==> config.mk <==
export PLATFORM = sky130hd
export DESIGN_NAME = jzjpcc_fetch_unit
export DESIGN_NICKNAME = d
export VERILOG_FILES = /design/src/rtl/jzjpcc_pkg.sv /design/src/rtl/jzjpcc_fetch_unit.sv
export SDC_FILE = /design/constraint.sdc
export NUM_CORES = 1
export LEC_CHECK = 0
export CAP_MARGIN = 20
export CORE_MARGIN = 2
export CORE_UTILIZATION = 36
export DETAILED_ROUTE_END_ITERATION = 6
export PLACE_DENSITY = 0.8
export SLEW_MARGIN = 20
export SYNTH_ARGS = -nofsm -noshare
export SYNTH_HDL_FRONTEND = slang
export SYNTH_SLANG_ARGS = --single-unit
==> constraint.sdc <==
create_clock -name clock_i -period 2.06 [get_ports clock_i]
set_clock_uncertainty 0.2 [all_clocks]
set_input_delay 0.309 -clock clock_i [delete_from_list [all_inputs] [get_ports clock_i]]
set_output_delay 0.309 -clock clock_i [all_outputs]
set_load 0.03 [all_outputs]
==> src/rtl/jzjpcc_pkg.sv <==
// Shared definitions for the JZJ pipelined core front end.
// Holds the canonical NOP encoding, the control-transfer opcodes recognised by
// the decode-stage branch logic, and a helper for the word-address PC width.
package jzjpcc_pkg;

  // addi x0, x0, 0: used to fill squashed decode slots.
  localparam logic [31:0] NOP_INSTRUCTION = 32'h0000_0013;

  typedef enum logic [6:0] {
    OpBranch = 7'b1100011,
    OpJalr   = 7'b1100111,
    OpJal    = 7'b1101111
  } opcode_t;

  // Width of a word-aligned PC spanning bits [pc_max_b:2].
  function automatic int unsigned pc_width(input int unsigned pc_max_b);
    return pc_max_b - 1;
  endfunction

endpackage

==> src/rtl/jzjpcc_fetch_unit.sv <==
// Fetch stage: owns the PC, addresses the synchronous instruction memory and
// presents the fetched word plus its PC to decode. A taken control transfer
// redirects the PC and turns the in-flight sequential word into a NOP bubble;
// a stall freezes all state.
//
// Ports:
//   clock_i                    core clock, rising edge
//   reset_ni                   asynchronous active-low reset
//   stall_i                    hazard hold: freeze PC and decode outputs
//   pc_ct_write_enable_i       take control_transfer_new_pc_i
//   control_transfer_new_pc_i  redirect target (word address)
//   instruction_address_o      word address to instruction memory
//   instruction_data_i         memory data, valid one cycle after address
//   instruction_decode_o       instruction to decode (NOP when squashed)
//   current_pc_decode_o        word address of instruction_decode_o
//   decode_valid_o             1 = real instruction, 0 = bubble
module jzjpcc_fetch_unit
  import jzjpcc_pkg::*;
#(
  parameter int unsigned       PC_MAX_B = 15,
  parameter logic [PC_MAX_B:2] RESET_PC = '0
) (
  input  logic              clock_i,
  input  logic              reset_ni,
  input  logic              stall_i,
  input  logic              pc_ct_write_enable_i,
  input  logic [PC_MAX_B:2] control_transfer_new_pc_i,
  output logic [PC_MAX_B:2] instruction_address_o,
  input  logic [31:0]       instruction_data_i,
  output logic [31:0]       instruction_decode_o,
  output logic [PC_MAX_B:2] current_pc_decode_o,
  output logic              decode_valid_o
);

  localparam int unsigned       PcWidth = pc_width(PC_MAX_B);
  localparam logic [PC_MAX_B:2] PcOne   = {{(PcWidth - 1){1'b0}}, 1'b1};

  logic [PC_MAX_B:2] pc_fetch_q, pc_fetch_d;
  logic [PC_MAX_B:2] cur_pc_q, cur_pc_d;
  logic              squash_q, squash_d;

  always_comb begin
    pc_fetch_d = pc_fetch_q;
    cur_pc_d   = cur_pc_q;
    squash_d   = squash_q;
    if (stall_i) begin
      // Hold everything; a redirect presented alongside a stall is dropped.
    end else if (pc_ct_write_enable_i) begin
      pc_fetch_d = control_transfer_new_pc_i;
      cur_pc_d   = pc_fetch_q;
      squash_d   = 1'b1;  // kill the sequential word already in flight
    end else begin
      pc_fetch_d = pc_fetch_q + PcOne;  // wraps modulo 2^PcWidth
      cur_pc_d   = pc_fetch_q;
      squash_d   = 1'b0;
    end
  end

  always_ff @(posedge clock_i or negedge reset_ni) begin
    if (!reset_ni) begin
      pc_fetch_q <= RESET_PC;
      cur_pc_q   <= RESET_PC;
      squash_q   <= 1'b1;
    end else begin
      pc_fetch_q <= pc_fetch_d;
      cur_pc_q   <= cur_pc_d;
      squash_q   <= squash_d;
    end
  end

  // While stalled, re-read the decode-stage word so memory still holds it
  // when the stall releases.
  assign instruction_address_o = stall_i ? cur_pc_q : pc_fetch_q;
  assign instruction_decode_o  = squash_q ? NOP_INSTRUCTION : instruction_data_i;
  assign current_pc_decode_o   = cur_pc_q;
  assign decode_valid_o        = ~squash_q;

endmodule

Word level (Yosys, flattened, before mapping)
Index checks and enable logic that the tools add are counted.
{ "word_totals": {"inputBits": 50, "register_bits": 29, "output_inout_bits": 61, "elab_cells": 9} }
{ "op_classes": {"bitwise": 1, "mux": 4, "addsub": 1} }
{ "op_table": {"columns": ["operator", "n"], "rows": [
  ["2-to-1 mux 32 bit", 1],
  ["2-to-1 mux 14 bit", 2],
  ["adder 14 x 1 -> 14 bit, second input constant", 1],
  ["2-to-1 mux 1 bit", 1],
  ["NOT 1 bit", 1]
]} }

Logic depth before layout (Yosys ltp)
Gate-level depths: netlist of the first run.
{ "logic_depth": {"word_depth": 2, "depth_mapped": 5, "ltp_nobuf": 4} }

Least setup slack after synthesis of the first run
Ideal clock, no wire load.
{ "synth_timing": {"path_kind": "input to output", "from": "in stall_i", "to": "out instruction_address_o[15] (netlist bit)", "required_time_ns": 1.551, "path_slack_ns": 0.156, "path_stages": 3, "t_arrival_ns": 1.395, "path_buffers": 2, "cell_sequence": "buf_2 -> clkbuf_1 -> o21ai_0"} }
{ "synth_via": {"elab_chain_cells": 1} }
{ "synth_lines": {"columns": ["item", "line", "source"], "rows": [
  ["from (decl)", "jzjpcc_fetch_unit.sv:25", "input logic stall_i,"],
  ["2-to-1 mux 14 bit", null, null],
  ["to (decl)", "jzjpcc_fetch_unit.sv:28", "output logic [PC_MAX_B:2] instruction_address_o,"]
]} }
No other way between the ends.

Worst setup path after layout of the first run
{ "layout_timing": {"from": "in stall_i", "to": "out instruction_address_o[6] (netlist bit)"} }
Same word-level chain as after synthesis.

==> summary.md, run 1 <==
| Metric | Value |
|---|---|
| IO buf count | 110 |
| Via-to-Cell Ratio | 5.212 |
| Mapped cell area | roughly 1700 um^2 |
| Hold Buf Count CTS | 0 |
| Layout area overhead | 72.44% |
| Final Max Slew Viols | 0 |
| Most frequent cell after synthesis | nor2b_1 |
| Setup repair after global routing missed its margin | yes |
| Ant diodes | 0 |
| Sequential share of the synthesized area | 0.4282 |
| Post-route ant nets | 0 |
| WL final | between 5000 and 6000 um |
| Switching pwr | 0.0008997 W |
| FMAX | 502.5 MHz |
| Yosys top cell by area | dfrtp_1 |
| Vias | 1,840 |
| Worst path max stage delay | around 500 ps |
| Flop pwr share | 0.322 |
| Die area | 5282 um^2 |
| Multi-input gate area | 892.1 um^2 |
| Max IR drop VDD | between 0.5 and 0.6 mV |
| Core area | 4444 um^2 |
| # Max-Cap Violations | 0 |
| Leak | 1.261 nW |
| Die extent in x | between 70 and 80 um |
| GPL Wtd Cong | approximately 0.78 |
| Synthesized area per cell | between 9 and 10 um^2 |
| Hold Fails Final Rpt | 0 |
| Layout cell share with drive strength beyond 1 | 0.2924 |
| HPWL after DPL | 4024 um |
| Rows | 24 |
| Outcome | completed |
| IO Pins | roughly 110 |
| Worst path bufs/invs | 3 |
| Critical Path Sink Type | primary output |
| Worst reg2reg setup slack | 130 ps |
| Tot Pwr | ~0.0024 W |
| Share of the synthesized area in the top cell type | 0.4127 |
| DRC errors left | 0 |
| Largest net degree at the start of global routing | 34 |
| Nets@finish | about 350 |
| Synthesis warning total | 0 |
| P_int | 0.001499 W |
| Root buf cell | clkbuf_8 |
| Vias in the first global route | 1,665 |
| Finished Cell Area | 2928 um^2 |
| Crit path cell chain | clkdlybuf4s50_1, buf_6, mux2_2, buf_2 |
| CP max-delay cell | clkdlybuf4s50_1 |
| Mapped Nets | around 230 |
| Worst-skew pair later-pin latency | about 280 ps |
| Netlist cell types | 36 |
| Slew HR | 0.7370 |
| Pwr Density | 819.3 nW/um^2 |
| CTS buffer count | 5 |
| Tcrit/Tclk final | 0.9661 |
| FF/Latch Area | about 730 um^2 |
| H-Tree Depth | 2 |
| Share of power burned in the clock network | 0.258 |
| Largest delay contributor family on the critical path | buffers and inverters |
| Hold crit path type | in2async |
| Startpoint types | input pin |
| Wire per inst | 14.92 um |
| Critical path class | in2out |
| Top FF cell, synth | dfrtp_1 |
| Switching share of total power | 0.3751 |
| Area after DPL | 2838 um^2 |
| Minimum hold slack | 209.5 ps |
| Tot GR Track Use | 0.1948 |
| Tmin final | roughly 2000 ps |
| Clock Pin Slew Worst Setup and Hold Paths | 70 ps |
| DRT iter0 DRCs | 48 |
| Cells after synthesis | 180 |
| Asr flop ratio synth | 1.000 |
| CTS sink count | 29 |
| GRT overflow | 0 |
| Final setup fails | 0 |
| First-pass detailed-route iteration total | 4 |
| CTS tree | done |
| Starting Density | 0.3820 |
| Clk buf depth | 2 |
| Post-synth top cells | 30 x nor2b_1, 28 x dfrtp_1, 13 x o21ai_0 |
| Initial antenna violation count | 0 |
| Power share of the combinational group | 0.421 |
| Req. time, crit path | ~1600 ps |
| Worst slew pin tran | 393.7 ps |
| Worst EP arrival | between 1000 and 1500 ps |
| Crit-path max FO | 8 |
| First-pass GRT wire length | 8038 um |
| Post-synth EDFFs | 0 |
| Fillers | 358 |
| Yosys reg bits | 29 |
| Largest cells by area after synthesis | dfrtp_1 41%, nor2b_1 11%, mux2_2 6.6%, o21ai_0 3.8%, a22oi_1 3.1% |
| Chip height | 72.68 um |
==> flip-flops by register name, summed over array words and instances (netlist names) <==
name and flops:
current_pc_decode_o 14, pc_fetch_q 14, squash_q 1
==> repair_timing <==
item	in CTS	in global routing
gates cloned	0	0
gates resized for setup	40	14
setup buffers	0	0
endpoints found under the setup margin	10	11
==> per-layer routing <==
metal	wire length (um)	track usage
met5	0	0
met1	2179	0.2544
met4	44	0.04938
met2	2496	0.3172
met3	546	0.05801
==> power groups by stage <==
stage               sequential, W  clock, W  combinational (W)
finish                   0.000772  0.000618            0.00101
CTS                      0.000771  0.000633            0.00102
global placement         0.000778         0            0.00103
detailed placement       0.000781         0            0.00105
floorplan                0.000861         0           0.000477
global route             0.000791  0.000662            0.00107
==> metrics by stage <==
| stage | util | worst slack [ps] | std cells | TNS, ps |
|---|---|---|---|---|
| 2_1_floorplan | - | 156.1 | 180 | 0 |
| 3_3_place_gp | 0.6385 | -344.8 | 345 | -3196 |
| 3_5_place_dp | 0.6385 | -374.8 | 345 | -3470 |
| 4_1_cts | 0.6596 | 2.845 | 353 | 0 |
| 5_1_grt | 0.6588 | -2.257 | 353 | -3.829 |
| 6_report | 0.6588 | 69.75 | 353 | 0 |
==> worst paths after layout <==
path | startpoint | end | depth (start not counted)
max | stall_i | instruction_address_o[6] | 4
min | reset_ni | current_pc_decode_o[2] | 2
max reg2reg | pc_fetch_q[2] | pc_fetch_q[10] | 4
min reg2reg | current_pc_decode_o[9] | current_pc_decode_o[9] | 1
max in group asynchronous | reset_ni | squash_q | 2
min in group clock_i | current_pc_decode_o[9] | current_pc_decode_o[9] | 1
==> cell usage in the layout (no fill, tap or decap), types with 2 or more instances in the layout <==
cell             count
clkdlybuf4s50_1     63
buf_4               48
nor2b_1             30
dfrtp_1             28
nand2_1             11
mux2_2              10
buf_2                9
inv_1                8
nand3_1              8
o21ai_0              8
a22oi_1              7
clkbuf_8             6
o21ai_1              5
or3_1                5
or2_2                4
nand4_1              4
o311ai_0             4
nor4_1               3
nor3_1               3
o211ai_1             3
mux2i_1              3
nor2_1               3
buf_6                3
or4_1                2
nand3b_1             2
a21oi_1              2
nand2b_1             2
o221ai_1             2
==> area by class of cell <==
type / instances / share of cell area
clock buffers: 6 / 0.02821
clock inverters: 2 / 0.01282
inverters: 8 / 0.01026
multi-input cells: 132 / 0.3047
flip-flops and latches: 29 / 0.2496
well taps: 52 / 0.02222
repair buffers: 124 / 0.3722
==> cells by family (layout without fill, tap and decap cells) <==
family,Yosys count,count (layout),share of synthesized area
and+or+nand+nor,82,82,0.2903
muxes,13,13,0.08401
DFF,29,29,0.4282
AOI/OAI and AO/OA,36,36,0.1437
buffers and inverters,19,140,0.04643
adders and majority gates,1,1,0.007368
(Power assumes the default switching activity.)
==> run 2, diff against run 1 <==
--- a/config.mk
+++ b/config.mk
@@ -6,4 +6,5 @@
 export NUM_CORES = 1
 export LEC_CHECK = 0
+export ABC_CLOCK_PERIOD_IN_PS = 2060
 export CAP_MARGIN = 20
 export CORE_MARGIN = 2
--- a/constraint.sdc
+++ b/constraint.sdc
@@ -3,3 +3,3 @@
 set_input_delay 0.309 -clock clock_i [delete_from_list [all_inputs] [get_ports clock_i]]
 set_output_delay 0.309 -clock clock_i [all_outputs]
-set_load 0.03 [all_outputs]
+set_load 0.01 [all_outputs]
==> summary.md, run 2 (synthesized netlist as in run 1, its figures left out) <==
| Metric | Value |
|---|---|
| CTS buffer count | 5 (unchanged) |
| Tmin final | 2028 ps (was 1990 ps) |
| Critical Path Sink Type | primary output (unchanged) |
| Core area | 4444 um^2 (unchanged) |
| Vias in the first global route | 1,732 (was 1,665) |
| CP Launch Point | squash_q (was stall_i) |
| Layout cell share with drive strength beyond 1 | 0.1634 (was 0.2924) |
| Worst-skew pair later-pin latency | 280 ps (about the same) |
| Startpoint types | register (was input pin) |
| R2r startpoint | pc_fetch_q[3] (was pc_fetch_q[2]) |
| Via-to-Cell Ratio | 5.302 (was 5.212) |
| Tot GR Track Use | 0.2102 (was 0.1948) |
| Tcrit/Tclk final | 0.9843 (was 0.9661) |
| HPWL after DPL | 4010 um (was 4024 um) |
| Power share of the combinational group | 0.380 (was 0.421) |
| Ant diodes | 0 (unchanged) |
| IO Pins | 111 (unchanged) |
| Final Util | 0.7095 (was 0.6588) |
| Slew HR | 0.7415 (was 0.7370) |
| GPL Wtd Cong | 0.7961 (was 0.7770) |
| Leak | 1.586 nW (was 1.261 nW) |
| Req. time, crit path | 1550 ps (about the same) |
| Die area | 5282 um^2 (unchanged) |
| Post-route ant nets | 0 (unchanged) |
| Setup repair after global routing missed its margin | no (was yes) |
| First-pass GRT wire length | 8597 um (was 8038 um) |
| Rows | 24 (unchanged) |
| Crit-path max FO | 3 (was 8) |
| Setup TNS | 0 ps (unchanged) |
| Pwr Density | 663.2 nW/um^2 (was 819.3 nW/um^2) |
| Share of power burned in the clock network | 0.246 (was 0.258) |
| DRC errors left | 0 (unchanged) |
| GRT overflow | 0 (unchanged) |
| Most frequent cells in the layout | 67 x clkdlybuf4s50_1, 30 x nor2b_1, 25 x dfrtp_1 (was 63 x clkdlybuf4s50_1, 48 x buf_4, 30 x nor2b_1) |
| Minimum hold slack | 223.5 ps (was 209.5 ps) |
| IO buf count | 110 (unchanged) |
| Hold Buf Count CTS | 0 (unchanged) |
| P_int | 0.001441 W (was 0.001499 W) |
| Reg2Reg Depth | 4 (unchanged) |
| Initial antenna violation count | 0 (unchanged) |
| Switching pwr | 0.0006500 W (was 0.0008997 W) |
| Worst slew pin tran | 384.2 ps (was 393.7 ps) |
| Chip height | 72.68 um (unchanged) |
| Fillers | 349 (was 358) |
| Switching share of total power | 0.3109 (was 0.3751) |
| Clk buf depth | 2 (unchanged) |
| DRT iter0 DRCs | 50 (was 48) |
| FF/Latch Area | 730.7 um^2 (unchanged) |
| Largest net degree at the start of global routing | 30 (was 34) |
| First-pass detailed-route iteration total | 4 (unchanged) |
| Worst EP arrival | 1520 ps (was 1480 ps) |
| Die extent in x | 72.68 um (unchanged) |
| FMAX | 493.2 MHz (was 502.5 MHz) |
| Tot Pwr | 0.002091 W (was 0.002399 W) |
| H-Tree Depth | 2 (unchanged) |
| Layout area overhead | 85.70% (was 72.44%) |
| Root buf cell | clkbuf_8 (unchanged) |
| Starting Density | 0.3820 (unchanged) |
| Final Max Slew Viols | 0 (unchanged) |
| Outcome | completed (unchanged) |
| WL final | 5729 um (was 5267 um) |
| Final setup fails | 0 (unchanged) |
| CTS tree | done (unchanged) |
| Hold crit path type | in2async (unchanged) |
| # Max-Cap Violations | 0 (unchanged) |
| Flop pwr share | 0.373 (was 0.322) |
| Max IR drop VDD | 0.5257 mV (was 0.5615 mV) |
| Critical path class | reg2out (was in2out) |
| Nets@finish | 356 (was 351) |
| Hold Fails Final Rpt | 0 (unchanged) |
| Clock Pin Slew Worst Setup and Hold Paths | 60 ps (was 70 ps) |
| CTS sink count | 29 (unchanged) |
| Commonest non-fill, non-tap cell in the layout | clkdlybuf4s50_1 (unchanged) |
| Vias | 1,898 (was 1,840) |
| Multi-input gate area | 892.1 um^2 (unchanged) |
| Wire per inst | 16.00 um (was 14.92 um) |
run 2: cell type report:
| cell class | count | area share |
|---|---|---|
| tap | 52 | 0.02063 |
| inverter | 8 | 0.009524 |
| clock buffer | 7 | 0.03056 |
| timing repair buffer | 129 | 0.4230 |
| sequential | 29 | 0.2317 |
| multi-input combinational | 132 | 0.2829 |
| clock inverter | 1 | 0.001587 |
run 2: critical path: stages, from the launching register on:
cell,delay (ps)
dfstp_2,580
buf_4,130
nor2b_1,40
clkdlybuf4s50_1,490
run 2: metrics by stage:
stage	cell area [um^2]	setup slack, ps	instances
floorplan	1698	304.3	180
global placement	2933	-293.0	345
detailed placement	2933	-304.5	345
CTS	3093	-3.413	358
global route	3153	0.1825	358
finish	3153	32.40	358
run 2: final timing paths:
path,endpoint,slack [ps]
min in group clock_i,current_pc_decode_o[7],240
worst min-delay path,current_pc_decode_o[2],220
worst min register to register,current_pc_decode_o[10],310
worst max register to register,pc_fetch_q[10],230
max in group asynchronous,squash_q,1120
worst max-delay path,instruction_decode_o[2],30
run 2: timing repair:
| item | CTS | global route |
|---|---|---|
| pin swaps | 0 | 0 |
| gates resized for setup | 24 | 27 |
| cloned | 1 | 0 |
| hold endpoints to repair | 0 | 0 |
| setup endpoints to repair | 44 | 24 |
| setup buffers | 4 | 0 |
run 2: per-layer routing:
metal  GRT usage  routed length [um]
met5           0                   0
met2      0.3535                2733
met1      0.2635                2370
met4     0.06584                 107
met3     0.05525                 518
run 2: power by group through the flow:
stage / logic [W] / registers [W] / clock network [W]
floorplan: 0.000314 / 0.000778 / 0
global placement: 0.000794 / 0.000787 / 0
detailed placement: 0.000806 / 0.000793 / 0
CTS: 0.000810 / 0.000777 / 0.000524
global route: 0.000858 / 0.000796 / 0.000555
finish: 0.000795 / 0.000781 / 0.000515
